<file path="config.mk">
export PLATFORM = sky130hd
export DESIGN_NAME = morse_tone_sequencer
export DESIGN_NICKNAME = d
export VERILOG_FILES = /design/src/rtl/morse_tone_sequencer.sv
export SDC_FILE = /design/constraint.sdc
export NUM_CORES = 1
export LEC_CHECK = 0
export ABC_CLOCK_PERIOD_IN_PS = 3200
export CAP_MARGIN = 20
export CORE_MARGIN = 5
export CORE_UTILIZATION = 59
export CTS_CLUSTER_SIZE = 10
export DETAILED_ROUTE_END_ITERATION = 12
export GPL_ROUTABILITY_DRIVEN = 0
export GPL_TIMING_DRIVEN = 0
export PLACE_DENSITY = 0.92
export SLEW_MARGIN = 10
export SYNTH_ARGS = -nofsm -noshare
export SYNTH_HDL_FRONTEND = slang
export SYNTH_SLANG_ARGS = --single-unit
</file>
<file path="constraint.sdc">
create_clock -name clk -period 3.2 [get_ports clk]
set_input_delay 0.96 -clock clk [delete_from_list [all_inputs] [get_ports clk]]
set_output_delay 0.96 -clock clk [all_outputs]
set_load 0.005 [all_outputs]
</file>
<file path="src/rtl/morse_tone_sequencer.sv">
// Plays one Morse character on a piezo buzzer: dot/dash tones with standard
// element, inter-element and trailing character gaps, all timed from clk.
module morse_tone_sequencer #(
    parameter int UNIT_CYC  = 200000,
    parameter int TONE_HALF = 500
) (
    input  logic       clk,
    input  logic       rst,
    input  logic       start,
    input  logic       abort,
    input  logic [4:0] morse_code,
    input  logic [2:0] morse_len,
    output logic       buzzer_out,
    output logic       busy,
    output logic       done,
    output logic [1:0] state_dbg
);

    // Duration counter must reach 3*UNIT_CYC-1 (dash and tail) without wrapping.
    localparam int DUR_W  = $clog2(3 * UNIT_CYC);
    localparam int HALF_W = $clog2(TONE_HALF + 1);

    localparam logic [DUR_W-1:0]  UNIT_LAST = DUR_W'(UNIT_CYC - 1);
    localparam logic [DUR_W-1:0]  LONG_LAST = DUR_W'(3 * UNIT_CYC - 1);
    localparam logic [HALF_W-1:0] HALF_LAST = HALF_W'(TONE_HALF - 1);

    typedef enum logic [1:0] {
        IDLE = 2'd0,
        TONE = 2'd1,
        GAP  = 2'd2,
        TAIL = 2'd3
    } state_t;

    state_t            state_q, state_n;
    logic [DUR_W-1:0]  dur_q, dur_n;
    logic [HALF_W-1:0] half_q, half_n;
    logic [4:0]        code_q, code_n;
    logic [2:0]        len_q, len_n;
    logic [2:0]        idx_q, idx_n;
    logic              buzz_n, busy_n, done_n;

    logic [2:0] bit_sel;
    logic [4:0] code_shift;
    logic       cur_dash;
    logic       last_elem;

    // Element k is code[len-1-k]: the first element is the most significant used bit.
    assign bit_sel    = len_q - 3'd1 - idx_q;
    assign code_shift = code_q >> bit_sel;
    assign cur_dash   = code_shift[0];
    assign last_elem  = (idx_q == (len_q - 3'd1));
    assign state_dbg  = state_q;

    always_comb begin
        state_n = state_q;
        dur_n   = dur_q;
        idx_n   = idx_q;
        code_n  = code_q;
        len_n   = len_q;
        done_n  = 1'b0;
        half_n  = '0;
        buzz_n  = 1'b0;

        case (state_q)
            IDLE: begin
                if (start && (morse_len != 3'd0) && (morse_len <= 3'd5)) begin
                    state_n = TONE;
                    code_n  = morse_code;
                    len_n   = morse_len;
                    idx_n   = 3'd0;
                    dur_n   = '0;
                end
            end
            TONE: begin
                if (dur_q == (cur_dash ? LONG_LAST : UNIT_LAST)) begin
                    dur_n   = '0;
                    state_n = last_elem ? TAIL : GAP;
                end else begin
                    dur_n = dur_q + 1'b1;
                end
            end
            GAP: begin
                if (dur_q == UNIT_LAST) begin
                    dur_n   = '0;
                    idx_n   = idx_q + 3'd1;
                    state_n = TONE;
                end else begin
                    dur_n = dur_q + 1'b1;
                end
            end
            TAIL: begin
                if (dur_q == LONG_LAST) begin
                    dur_n   = '0;
                    state_n = IDLE;
                    done_n  = 1'b1;
                end else begin
                    dur_n = dur_q + 1'b1;
                end
            end
            default: state_n = IDLE;
        endcase

        if (abort && (state_q != IDLE)) begin
            state_n = IDLE;
            dur_n   = '0;
            done_n  = 1'b0;
        end

        // Square wave restarts high on every tone entry so each element sounds identically.
        if (state_n == TONE) begin
            if (state_q != TONE) begin
                half_n = '0;
                buzz_n = 1'b1;
            end else if (half_q == HALF_LAST) begin
                half_n = '0;
                buzz_n = ~buzzer_out;
            end else begin
                half_n = half_q + 1'b1;
                buzz_n = buzzer_out;
            end
        end

        busy_n = (state_n != IDLE);
    end

    always_ff @(posedge clk or posedge rst) begin
        if (rst) begin
            state_q    <= IDLE;
            dur_q      <= '0;
            half_q     <= '0;
            code_q     <= '0;
            len_q      <= '0;
            idx_q      <= '0;
            buzzer_out <= 1'b0;
            busy       <= 1'b0;
            done       <= 1'b0;
        end else begin
            state_q    <= state_n;
            dur_q      <= dur_n;
            half_q     <= half_n;
            code_q     <= code_n;
            len_q      <= len_n;
            idx_q      <= idx_n;
            buzzer_out <= buzz_n;
            busy       <= busy_n;
            done       <= done_n;
        end
    end

endmodule

</file>
-- After elaboration in Yosys (flattened, before gate mapping)
Index checks and enable logic that the tools add are counted.
- register bits: 45
- input bits: 12
- output and inout port bits: 5
- logic and storage cells: 67
- add/subtract/negate cells: 5
- order comparisons: 1
- equality and inequality tests: 14
- shift operators: 1
- multiplexer cells: 26
- bitwise operators: 1
- reductions and logical operators: 10
- operators with widths (cell ; number):
    20-bit 2-to-1 mux ; 6
    20-bit case mux with 4 select lines ; 1
    9-bit 2-to-1 mux ; 3
    20-bit by 1-bit adder with 20-bit output, second input constant ; 1
    20-bit by 18-bit == test with 1-bit output, second input constant ; 1
    20-bit == test ; 1
    20-bit == test, second input constant ; 1
    2-bit 2-to-1 mux ; 5
    9-bit by 1-bit adder with 9-bit output, second input constant ; 1
    9-bit == test, second input constant ; 1
    2-bit case mux with 4 select lines ; 1
    1-bit 2-to-1 mux ; 7
    3-bit 2-to-1 mux ; 2
    3-bit case mux with 2 select lines ; 1
    2-bit nonzero test ; 3
    5-bit by 3-bit >> shifter with 1-bit output ; 1
    2-bit by 1-bit == test with 1-bit output, second input constant ; 2
    2-bit == test, second input constant ; 2
    2-bit inequality test, second input constant ; 2
    3-bit by 1-bit adder with 3-bit output, second input constant ; 1
    3-bit == test ; 1
    3-bit less-or-equal comparator, second input constant ; 1
    1-bit logical AND ; 3
    3-bit by 1-bit inequality test with 1-bit output, second input constant ; 1
    other kinds (9) ; 9

-- Longest topological paths before layout
Gate-level depths: netlist of run 1.
- depth after elaboration: 10
- gate-level depth with buffers: 13
- gate-level depth less buffers: 11

-- Least setup slack after synthesis of run 1
Ideal clock, no wire load.
- path type: register -> register
- start point: register len_q[0]
- end point: register dur_q[13]
- library setup time: 131 ps
- data arrival time: 2833 ps
- required time: 3069 ps
- path slack: 236 ps
- stages on the path, launching flop included: 14
- buffers on the path: 2
- clock period less this slack: 2964 ps
- cell sequence: dfrtp_1 -> inv_1 -> ha_1 -> inv_1 -> fa_1 -> mux4_2 -> nor2_1 -> o21ai_2 -> a2111oi_4 -> buf_6 -> o211ai_4 -> buf_6 -> o211ai_2 -> o31ai_1
- word-level cells in the longest chain between the ends: 8
- RTL lines (element ; RTL line ; text):
    from (decl) ; 38 ; logic [2:0] len_q, len_n;
    from (signal assigned) ; 142 ; len_q <= len_n;
    3-bit by 1-bit subtractor with 3-bit output ; 48 ; assign bit_sel = len_q - 3'd1 - idx_q;
    3-bit subtractor ; 48 ;
    5-bit by 3-bit >> shifter with 1-bit output ; 49 ; assign code_shift = code_q >> bit_sel;
    20-bit 2-to-1 mux ; 75 ; if (dur_q == (cur_dash ? LONG_LAST : UNIT_LAST)) begin
    20-bit == test ; 75 ;
    20-bit 2-to-1 mux ; 75 ;
    20-bit case mux with 4 select lines ; 64 ; case (state_q)
    20-bit 2-to-1 mux ; 103 ; if (abort && (state_q != IDLE)) begin
    to (signal assigned) ; 139 ; dur_q <= dur_n;
    to (decl) ; 35 ; logic [DUR_W-1:0] dur_q, dur_n;
Every way passes these cells.
A chain may end at the register's enable or synchronous reset.

-- Final worst setup path of run 1
Same ends and word-level chain as after synthesis.

==> impl_metrics.env, run 1 <==
export IMPL_power_density_nw_per_um2=462
export IMPL_grt_start_max_net_pins=30
export IMPL_yosysSeqAreaShare=0.432
export IMPL_rsz0062_at_grt="yes"
export IMPL_nFillCells=298
export IMPL_portBuffers=16
export IMPL_max_slew_worst_pin_slew_ns=0.878
export IMPL_vias_per_cell=6.43
export IMPL_worstSkewPairLatency_ns=0.31
export IMPL_tns_ns=0
export IMPL_synth_top_area_share=0.432
export IMPL_cp_start_kind="flop"
export IMPL_cts_made_buffers=5
export IMPL_fmax_ghz=0.316
export IMPL_synth_compound_area_frac=0.163
export IMPL_dieHeight_um=76.4
export IMPL_cts_max_path_buffers=2
export IMPL_area_growth_pct=17.2
export IMPL_cts_tree="built"
export IMPL_timing_hold_ws_ns=0.480
export IMPL_min_from="code_q[4]"
export IMPL_seq_power_share=0.444
export IMPL_wl_per_cell_um=18.5
export IMPL_die_area_um2=5840
export IMPL_synth_top_cells_by_count="dfrtp_1 (45), nand2_1 (41), nor2_1 (18)"
export IMPL_ys_top_cells_by_area="dfrtp_1 (43%), nand2_1 (5.9%), xnor2_1 (3.4%)"
export IMPL_endpoint_kind="flop"
export IMPL_cap_viol_max_count=0
export IMPL_reg2reg_slack_ns=0.03
export IMPL_nNetsFinal=311
export IMPL_ant_nets=0
export IMPL_start_util=0.602
export IMPL_hold_path_class="flop to flop"
export IMPL_h_tree_depth=2
export IMPL_max_slew_margin=0.410
export IMPL_grt_overflow=0
export IMPL_intPower_uw=1040
export IMPL_synth_edf_count=0
export IMPL_critPathKind="flop to flop"
export IMPL_yosysMostFrequentCell="dfrtp_1"
export IMPL_vias=2217
export IMPL_swShare=0.262
export IMPL_grt_pass1_vias=2303
export IMPL_ctsHoldBuffers=0
export IMPL_clkPwrFrac=0.363
export IMPL_setup_viol=0
export IMPL_synthesis_area_um2=2600
export IMPL_finalPower_uw=1410
export IMPL_drt_iter0_drc=160
export IMPL_syn_inst=263
export IMPL_cp_data_required_time_ns=3.38
export IMPL_drv_slew=0
export IMPL_synth_fp_nets=282
export IMPL_core_area_um2=4320
export IMPL_pre_cts_ws_ns=-0.0527
export IMPL_fin_skew_ns=0.00714
export IMPL_synth_top_family_by_area="simple AND/OR/NAND/NOR gates"
export IMPL_dp_hpwl_mm=4.22
export IMPL_grt_pass1_wl_mm=10.8
export IMPL_finalHoldViolCount=0
export IMPL_grt_use_total=0.224
export IMPL_num_rows=24
export IMPL_antenna_found_initial=0
export IMPL_cp_max_fo=10
export IMPL_combPwrFrac=0.193
export IMPL_ff2ff_path_depth=13
export IMPL_ys_flop_type="dfrtp_1"
export IMPL_synthSimpleGateAreaFrac=0.247
export IMPL_die_w_um=76.4
export IMPL_drive_gt1_frac=0.174
export IMPL_timing_rr_end="dur_q[13]"
export IMPL_holdPathEnd="code_q[4]"
export IMPL_power_leakage_uw=0.00126
export IMPL_drt_wl_total_mm=6.38
export IMPL_diodes=0
export IMPL_min_period_over_period=0.990
export IMPL_ir_drop_mv=0.216
export IMPL_syn_mean_instance_area_um2=9.90
export IMPL_clock_sinks=45
export IMPL_yosysTopAreaCell="dfrtp_1"
export IMPL_status="finished, final reports clean"
export IMPL_path_clk_slew_ns=0.08
export IMPL_worstReg2RegStart="len_q[0]"
export IMPL_cts_root_buf="clkbuf_8"
export IMPL_io_pins=17
export IMPL_whs_path_depth=2
export IMPL_async_flop_share=1.00
export IMPL_p_switching_uw=368
export IMPL_synth_adder_area_share=0.0365
export IMPL_remaining_drc_errors=0
export IMPL_ys_ff_latch=45
export IMPL_fin_crit_ns=3.17
export IMPL_worst_slack_ns=0.0307
export IMPL_muxShareOfSynthArea=0.0255
export IMPL_synth_xor_area_share=0.0529
export IMPL_netlist_cell_type_count=56
export IMPL_crit_arrival_ns=3.35
export IMPL_firstDrtPassIters=4
export IMPL_synth_warnings=0
-- worst max-delay path, stage by stage (launching register included) --
cell and delay (ns):
dfrtp_1 0.38, inv_1 0.05, ha_1 0.28, inv_2 0.04, fa_1 0.53, mux4_2 0.54, nor2_2 0.11, o21ai_2 0.09
a2111oi_4 0.40, buf_6 0.18, o211ai_4 0.09, buf_8 0.18, o211ai_2 0.08, o31ai_2 0.09
-- worst max-delay path by stage --
stage / start / end / slack, ns / cells after the start
3_5_place_dp: len_q[0] / dur_q[2] / -0.05 / 12
3_3_place_gp: len_q[0] / dur_q[2] / 0.02 / 12
6_report: len_q[0] / dur_q[13] / 0.03 / 13
4_1_cts: len_q[0] / dur_q[13] / 0.003 / 13
5_1_grt: len_q[0] / dur_q[10] / -0.10 / 13
2_1_floorplan: len_q[0] / dur_q[13] / 0.24 / 13
-- metrics by stage --
step	area (µm²)	cells	util
6_report	3050	345	0.705
3_3_place_gp	2830	331	0.654
5_1_grt	3050	345	0.705
2_1_floorplan	2600	263	-
3_5_place_dp	2850	333	0.660
4_1_cts	3020	344	0.697
-- area by class of cell --
class / instances / area [µm²] / area share
clock inverters: 3 / 65.1 / 0.0213
repair buffers: 22 / 215 / 0.0705
flip-flops and latches: 45 / 1130 / 0.369
plain buffers: 8 / 63.8 / 0.0209
inverters: 14 / 52.6 / 0.0172
clock buffers: 5 / 68.8 / 0.0226
multi-input cells: 196 / 1390 / 0.457
well taps: 52 / 65.1 / 0.0213
-- layer usage --
metal	vias to the layer above	GRT usage	wire [µm]
li1	1011	-	-
met4	0	0.0927	116
met5	-	0	0
met3	11	0.0532	369
met2	92	0.378	3390
met1	1103	0.272	2510
-- layout by cell type, fill, tap and decap left out, drive strengths merged, types with 5 or more instances in the layout --
cell and n:
and3 6, clkbuf 6, nor4 12, o211ai 7
nor3 5, o21ai 14, clkdlybuf4s50 16, nand4 5
dfrtp 45, buf 13, nand2 41, nor2 18
inv 14, o31ai 7, a21oi 5, xnor2 10
nand3 16, ha 6
-- flip-flops by register name (all words and copies together) (netlist names) --
name and cells:
state_dbg 2, busy 1, code_q 5, idx_q 3, len_q 3, half_q 9
dur_q 20, buzzer_out 1, done 1
-- power groups by stage --
| stage | clock network [µW] | logic [µW] | registers [µW] |
|---|---|---|---|
| 2_1_floorplan | 0 | 170 | 630 |
| 3_3_place_gp | 0 | 230 | 634 |
| 3_5_place_dp | 0 | 240 | 636 |
| 4_1_cts | 507 | 253 | 624 |
| 5_1_grt | 539 | 293 | 631 |
| 6_report | 511 | 272 | 625 |
-- cells by family (layout without fill, tap and decap cells) --
| group | Yosys count | after routing |
|---|---|---|
| flip-flops | 45 | 45 |
| AND/OR/NAND/NOR | 122 | 122 |
| multiplexers | 5 | 5 |
| AO/OA/AOI/OAI | 48 | 48 |
| adder cells (fa/ha/maj) | 7 | 7 |
| XOR/XNOR | 14 | 14 |
| buffers and inverters | 22 | 52 |
-- repair_timing --
action / in CTS / in global routing
gates resized for setup: 2 / 9
buffers inserted: 3 / 1
pin swaps: 2 / 2
setup endpoints to repair: 13 / 23
No activity file was read; power rests on OpenSTA's default activity.
==> run 2: changes to the inputs <==
--- a/config.mk
+++ b/config.mk
@@ -6,7 +6,7 @@
 export NUM_CORES = 1
 export LEC_CHECK = 0
 export ABC_CLOCK_PERIOD_IN_PS = 3200
-export CAP_MARGIN = 20
+export CAP_MARGIN = 0
 export CORE_MARGIN = 5
 export CORE_UTILIZATION = 59
 export CTS_CLUSTER_SIZE = 10
==> run 2 against run 1 <==
  * Critical path depth is the same
  * Power grew 1.2%
  * Clock power shrank 2%
  * Worst hold slack lost 0.0026 ns
  * First-iteration DRC count grew 5.0%
  * Non-clock buffer count grew 1
  * Final cell count grew 0.29%
  * Critical path type unchanged
  * Critical endpoint unchanged
  * Largest cell class unchanged
==> impl_metrics.env, run 2 (synthesized netlist as in run 1, its figures left out) <==
export IMPL_status="finished, final reports clean"
export IMPL_intPower_uw=1050
export IMPL_ff2ff_path_depth=13
export IMPL_swShare=0.261
export IMPL_area_growth_pct=19.1
export IMPL_cp_start_kind="flop"
export IMPL_combPwrFrac=0.207
export IMPL_grt_busiest_layer="met2"
export IMPL_cap_viol_max_count=0
export IMPL_worstSkewPairLatency_ns=0.30
export IMPL_setup_viol=0
export IMPL_crit_arrival_ns=3.34
export IMPL_ir_drop_mv=0.264
export IMPL_remaining_drc_errors=0
export IMPL_final_core_util=0.717
export IMPL_fmax_ghz=0.316
export IMPL_rsz0062_at_grt="yes"
export IMPL_vias=2191
export IMPL_die_area_um2=5840
export IMPL_diodes=0
export IMPL_mostFrequentLayoutCells="dfrtp_1 (45), nand2_1 (41), nand3_1 (16), nor2_1 (16), clkdlybuf4s50_1 (16)"
export IMPL_clock_sinks=45
export IMPL_portBuffers=16
export IMPL_hold_path_class="flop to flop"
export IMPL_timing_hold_ws_ns=0.477
export IMPL_timing_rr_end="dur_q[13]"
export IMPL_antenna_found_initial=0
export IMPL_num_rows=24
export IMPL_grt_use_total=0.226
export IMPL_path_clk_slew_ns=0.08
export IMPL_globalRouteMet2Util=0.395
export IMPL_largest_reg_flops=20
export IMPL_cp_max_fo=5
export IMPL_finalHoldViolCount=0
export IMPL_cp_data_required_time_ns=3.38
export IMPL_endpoint_kind="flop"
export IMPL_whs_path_depth=2
export IMPL_grt_use_met3=0.0473
export IMPL_firstDrtPassIters=4
export IMPL_holdPathEnd="code_q[4]"
export IMPL_power_density_nw_per_um2=459
export IMPL_cts_max_path_buffers=2
export IMPL_dieHeight_um=76.4
export IMPL_p_switching_uw=372
export IMPL_grt_pass1_wl_mm=10.9
export IMPL_drt_wl_total_mm=6.36
export IMPL_critPathKind="flop to flop"
export IMPL_max_slew_margin=0.289
export IMPL_nNetsFinal=312
export IMPL_core_area_um2=4320
export IMPL_regMostFlops="dur_q"
export IMPL_cts_root_buf="clkbuf_8"
export IMPL_fin_skew_ns=0.00996
export IMPL_vias_per_cell=6.33
export IMPL_clkPwrFrac=0.354
export IMPL_fin_crit_ns=3.16
export IMPL_start_util=0.602
export IMPL_die_w_um=76.4
export IMPL_drv_slew=0
export IMPL_grt_pass1_vias=2304
export IMPL_cts_made_buffers=5
export IMPL_reg_largest_list="dur_q (20), half_q (9), code_q (5)"
export IMPL_cts_tree="built"
export IMPL_drive_gt1_frac=0.201
export IMPL_final_common_cell="dfrtp_1"
export IMPL_io_pins=17
export IMPL_tns_ns=0
export IMPL_worstReg2RegStart="len_q[0]"
export IMPL_min_period_over_period=0.988
export IMPL_grt_overflow=0
export IMPL_drt_iter0_drc=168
export IMPL_ant_nets=0
export IMPL_power_leakage_uw=0.00126
export IMPL_seq_power_share=0.439
export IMPL_min_from="code_q[4]"
export IMPL_grt_start_max_net_pins=30
export IMPL_h_tree_depth=2
export IMPL_wl_per_cell_um=18.4
export IMPL_groute_layer_met1_usage=0.273
export IMPL_reg2reg_slack_ns=0.04
export IMPL_max_slew_worst_pin_slew_ns=1.06
export IMPL_dp_hpwl_mm=4.26
[run 2: stage by stage]
step | total power, µW | worst slack (ns) | cells | instance area [µm²]
after floorplan | 800 | 0.236 | 263 | 2600
after global placement | 864 | 0.0195 | 331 | 2830
after detailed placement | 879 | -0.0735 | 332 | 2850
after CTS | 1430 | -0.0288 | 346 | 3060
after global routing | 1490 | -0.105 | 346 | 3100
final | 1420 | 0.0380 | 346 | 3100
[run 2: worst max-delay path, stage by stage (launching register included)]
cell and delay (ns):
dfrtp_1 0.38, inv_2 0.05, ha_4 0.27, inv_4 0.03
fa_2 0.56, mux4_2 0.53, nor2_2 0.11, o21ai_2 0.08
a2111oi_4 0.40, buf_6 0.17, o211ai_4 0.10, buf_6 0.18
o211ai_2 0.07, o31ai_2 0.09
[run 2: power groups by stage]
stage	registers (µW)	logic (µW)	clock network, µW
6_report	626	295	503
5_1_grt	631	320	538
4_1_cts	625	293	510
3_5_place_dp	637	242	0
3_3_place_gp	634	230	0
2_1_floorplan	630	170	0
[run 2: worst max path at each step]
stage	from	endpoint	slack (ns)	cells past startpoint
after floorplan	len_q[0]	dur_q[13]	0.24	13
after global placement	len_q[0]	dur_q[2]	0.02	12
after detailed placement	len_q[0]	dur_q[13]	-0.07	13
after CTS	len_q[0]	dur_q[13]	-0.03	13
after global routing	len_q[0]	dur_q[13]	-0.11	13
final	len_q[0]	dur_q[13]	0.04	13
[run 2: timing repair]
item                                    in CTS  in global routing
gates resized for setup                      9                  9
hold buffers                                 0                  0
buffers inserted                             5                  0
pin swaps                                    5                  3
endpoints found under the setup margin      19                 29
gates cloned                                 1                  0
endpoints found under the hold margin        0                  0
[run 2: routing by layer]
metal  routed length [µm]  share of wire
met5                    0              0
met4                  135          0.021
met3                  363          0.057
met2                 3400           0.53
met1                 2460           0.39
[run 2: layout make-up]
cell class,instances,area (µm²)
Multi-Input combinational cell,196,1440
Tap cell,52,65.1
Timing Repair Buffer,23,225
Clock inverter,3,65.1
Buffer,8,60.1
Fill cell,291,1220
Sequential cell,45,1130
Inverter,14,55.1
Clock buffer,5,68.8
==> run 3: changes to the inputs <==
--- a/config.mk
+++ b/config.mk
@@ -7,7 +7,6 @@
 export LEC_CHECK = 0
 export ABC_CLOCK_PERIOD_IN_PS = 3200
 export CAP_MARGIN = 0
-export CORE_MARGIN = 5
 export CORE_UTILIZATION = 59
 export CTS_CLUSTER_SIZE = 10
 export DETAILED_ROUTE_END_ITERATION = 12
==> run 3 against run 2 <==
  * Routed wire length fell by 5.9%
  * Non-clock buffer count down 2
  * Worst hold slack improved by 0.015 ns
  * Critical path depth shrank 2
  * Fmax shrank 1.1%
  * Sequential power about the same
  * Clock skew down 0.0061 ns
  * Highest routed layer unchanged
  * Sequential share of layout area increased by 0.86 points
==> impl_metrics.env, run 3 (synthesized netlist as in run 1, its figures left out) <==
export IMPL_status="finished, final reports clean"
export IMPL_final_cell_area_um2=3030
export IMPL_cts_tree="built"
export IMPL_mostFrequentLayoutCells="dfrtp_1 (45), nand2_1 (41), nand3_1 (16), nor2_1 (16), clkdlybuf4s50_1 (16)"
export IMPL_fin_crit_ns=3.20
export IMPL_ant_nets=0
export IMPL_core_area_um2=4120
export IMPL_remaining_drc_errors=0
export IMPL_start_util=0.633
export IMPL_area_growth_pct=16.3
export IMPL_num_rows=23
export IMPL_max_slew_worst_pin_slew_ns=0.830
export IMPL_timing_hold_ws_ns=0.492
export IMPL_dp_hpwl_mm=4.01
export IMPL_finalPower_uw=1350
export IMPL_die_area_um2=4680
export IMPL_pre_cts_ws_ns=-0.0786
export IMPL_portBuffers=16
export IMPL_cts_made_buffers=5
export IMPL_grt_start_max_net_pins=30
export IMPL_finalHoldViolCount=0
export IMPL_cts_root_buf="clkbuf_8"
export IMPL_wl_per_cell_um=17.5
export IMPL_worst_slack_ns=0.00178
export IMPL_path_cells="inv_2 > ha_4 > inv_2 > fa_1 > mux4_2 > and3_1 > o21ai_2 > a2111oi_1 > o31ai_1 > inv_1 > or2_1"
export IMPL_die_w_um=68.4
export IMPL_endpoint_kind="flop"
export IMPL_antenna_found_initial=0
export IMPL_drive_gt1_frac=0.171
export IMPL_hold_path_class="flop to flop"
export IMPL_critPathKind="flop to flop"
export IMPL_regMostFlops="dur_q"
export IMPL_worstSkewPairLatency_ns=0.30
export IMPL_path_clk_slew_ns=0.08
export IMPL_nNetsFinal=310
export IMPL_critical_path_top_delay_family="adder cells"
export IMPL_diodes=0
export IMPL_grt_pass1_vias=2094
export IMPL_grt_use_total=0.279
export IMPL_drt_wl_total_mm=5.99
export IMPL_place_area_um2=2850
export IMPL_fmax_ghz=0.313
export IMPL_grt_overflow=0
export IMPL_final_common_cell="dfrtp_1"
export IMPL_drv_slew=0
export IMPL_dieHeight_um=68.4
export IMPL_final_core_util=0.736
export IMPL_cp_data_required_time_ns=3.39
export IMPL_slowest_stage="fa_1"
export IMPL_cp_max_fo=2
export IMPL_fin_skew_ns=0.00389
export IMPL_power_leakage_uw=0.00124
export IMPL_vias_per_cell=6.35
export IMPL_power_density_nw_per_um2=444
export IMPL_min_period_over_period=0.999
export IMPL_max_slew_margin=0.442
export IMPL_path_common_cell="inv_2"
export IMPL_setup_viol=0
export IMPL_vias=2173
export IMPL_h_tree_depth=2
export IMPL_firstDrtPassIters=4
export IMPL_cap_viol_max_count=0
export IMPL_clock_sinks=45
export IMPL_io_pins=17
export IMPL_ir_drop_mv=0.240
export IMPL_reg_largest_list="dur_q (20), half_q (9), code_q (5)"
export IMPL_grt_pass1_wl_mm=9.47
export IMPL_cts_max_path_buffers=2
export IMPL_drt_iter0_drc=191
export IMPL_critPathBufInv=3
export IMPL_rsz0062_at_grt="yes"
export IMPL_largest_reg_flops=20
export IMPL_cp_start_kind="flop"
export IMPL_ctsHoldBuffers=0
export IMPL_cpPeakStageDelay_ns=0.57
export IMPL_crit_arrival_ns=3.38
run 3: final cells by class:
| cell class | count | area (µm²) |
|---|---|---|
| multi-input combinational | 196 | 1400 |
| sequential | 45 | 1130 |
| fill | 279 | 1090 |
| timing repair buffer | 21 | 210 |
| clock buffer | 7 | 86.3 |
| tap | 50 | 62.6 |
| buffer | 8 | 60.1 |
| inverter | 14 | 52.6 |
| clock inverter | 1 | 30.0 |
run 3: what timing repair did:
| item | CTS | global route |
|---|---|---|
| pin swaps | 5 | 3 |
| cloned | 1 | 0 |
| gates resized for setup | 6 | 4 |
| setup endpoints to repair | 14 | 22 |
| setup buffers | 3 | 0 |
run 3: worst paths after layout:
path	start	end	slack (ns)	cells after the start
worst max-delay path	len_q[0]	busy	0.002	11
worst min register to register	code_q[4]	code_q[4]	0.49	2
worst min-delay path	code_q[4]	code_q[4]	0.49	2
worst max register to register	len_q[0]	busy	0.002	11
min in group asynchronous	rst	len_q[0]	0.95	2
max in group asynchronous	rst	code_q[2]	1.77	3
run 3: worst reg2reg max path: stages (launching register included):
cell       delay [ns]
dfrtp_1          0.41
inv_2            0.07
ha_4             0.26
inv_2            0.04
fa_1             0.57
mux4_2           0.54
and3_1           0.17
o21ai_2          0.20
a2111oi_1        0.15
o31ai_1          0.31
inv_1            0.13
or2_1            0.25
run 3: power by group:
| part | internal [µW] | total, µW | switching, µW | leakage [µW] |
|---|---|---|---|---|
| registers | 601 | 626 | 25.1 | 0.000609 |
| logic | 127 | 275 | 148 | 0.000570 |
| clock network | 255 | 444 | 190 | 0.0000585 |
run 3: per-layer routing:
| layer | GRT usage | vias to the layer above | part of all wire |
|---|---|---|---|
| met3 | 0.0500 | 19 | 0.061 |
| met5 | 0 | - | 0 |
| met4 | 0.135 | 0 | 0.030 |
| met2 | 0.469 | 86 | 0.50 |
| met1 | 0.344 | 1057 | 0.41 |
| li1 | - | 1011 | - |
run 3: per-stage QoR:
stage / setup TNS, ns / cells
finish: 0 / 342
global route: -0.868 / 342
CTS: 0 / 342
detailed placement: -0.193 / 330
global placement: 0 / 329
floorplan: 0 / 263
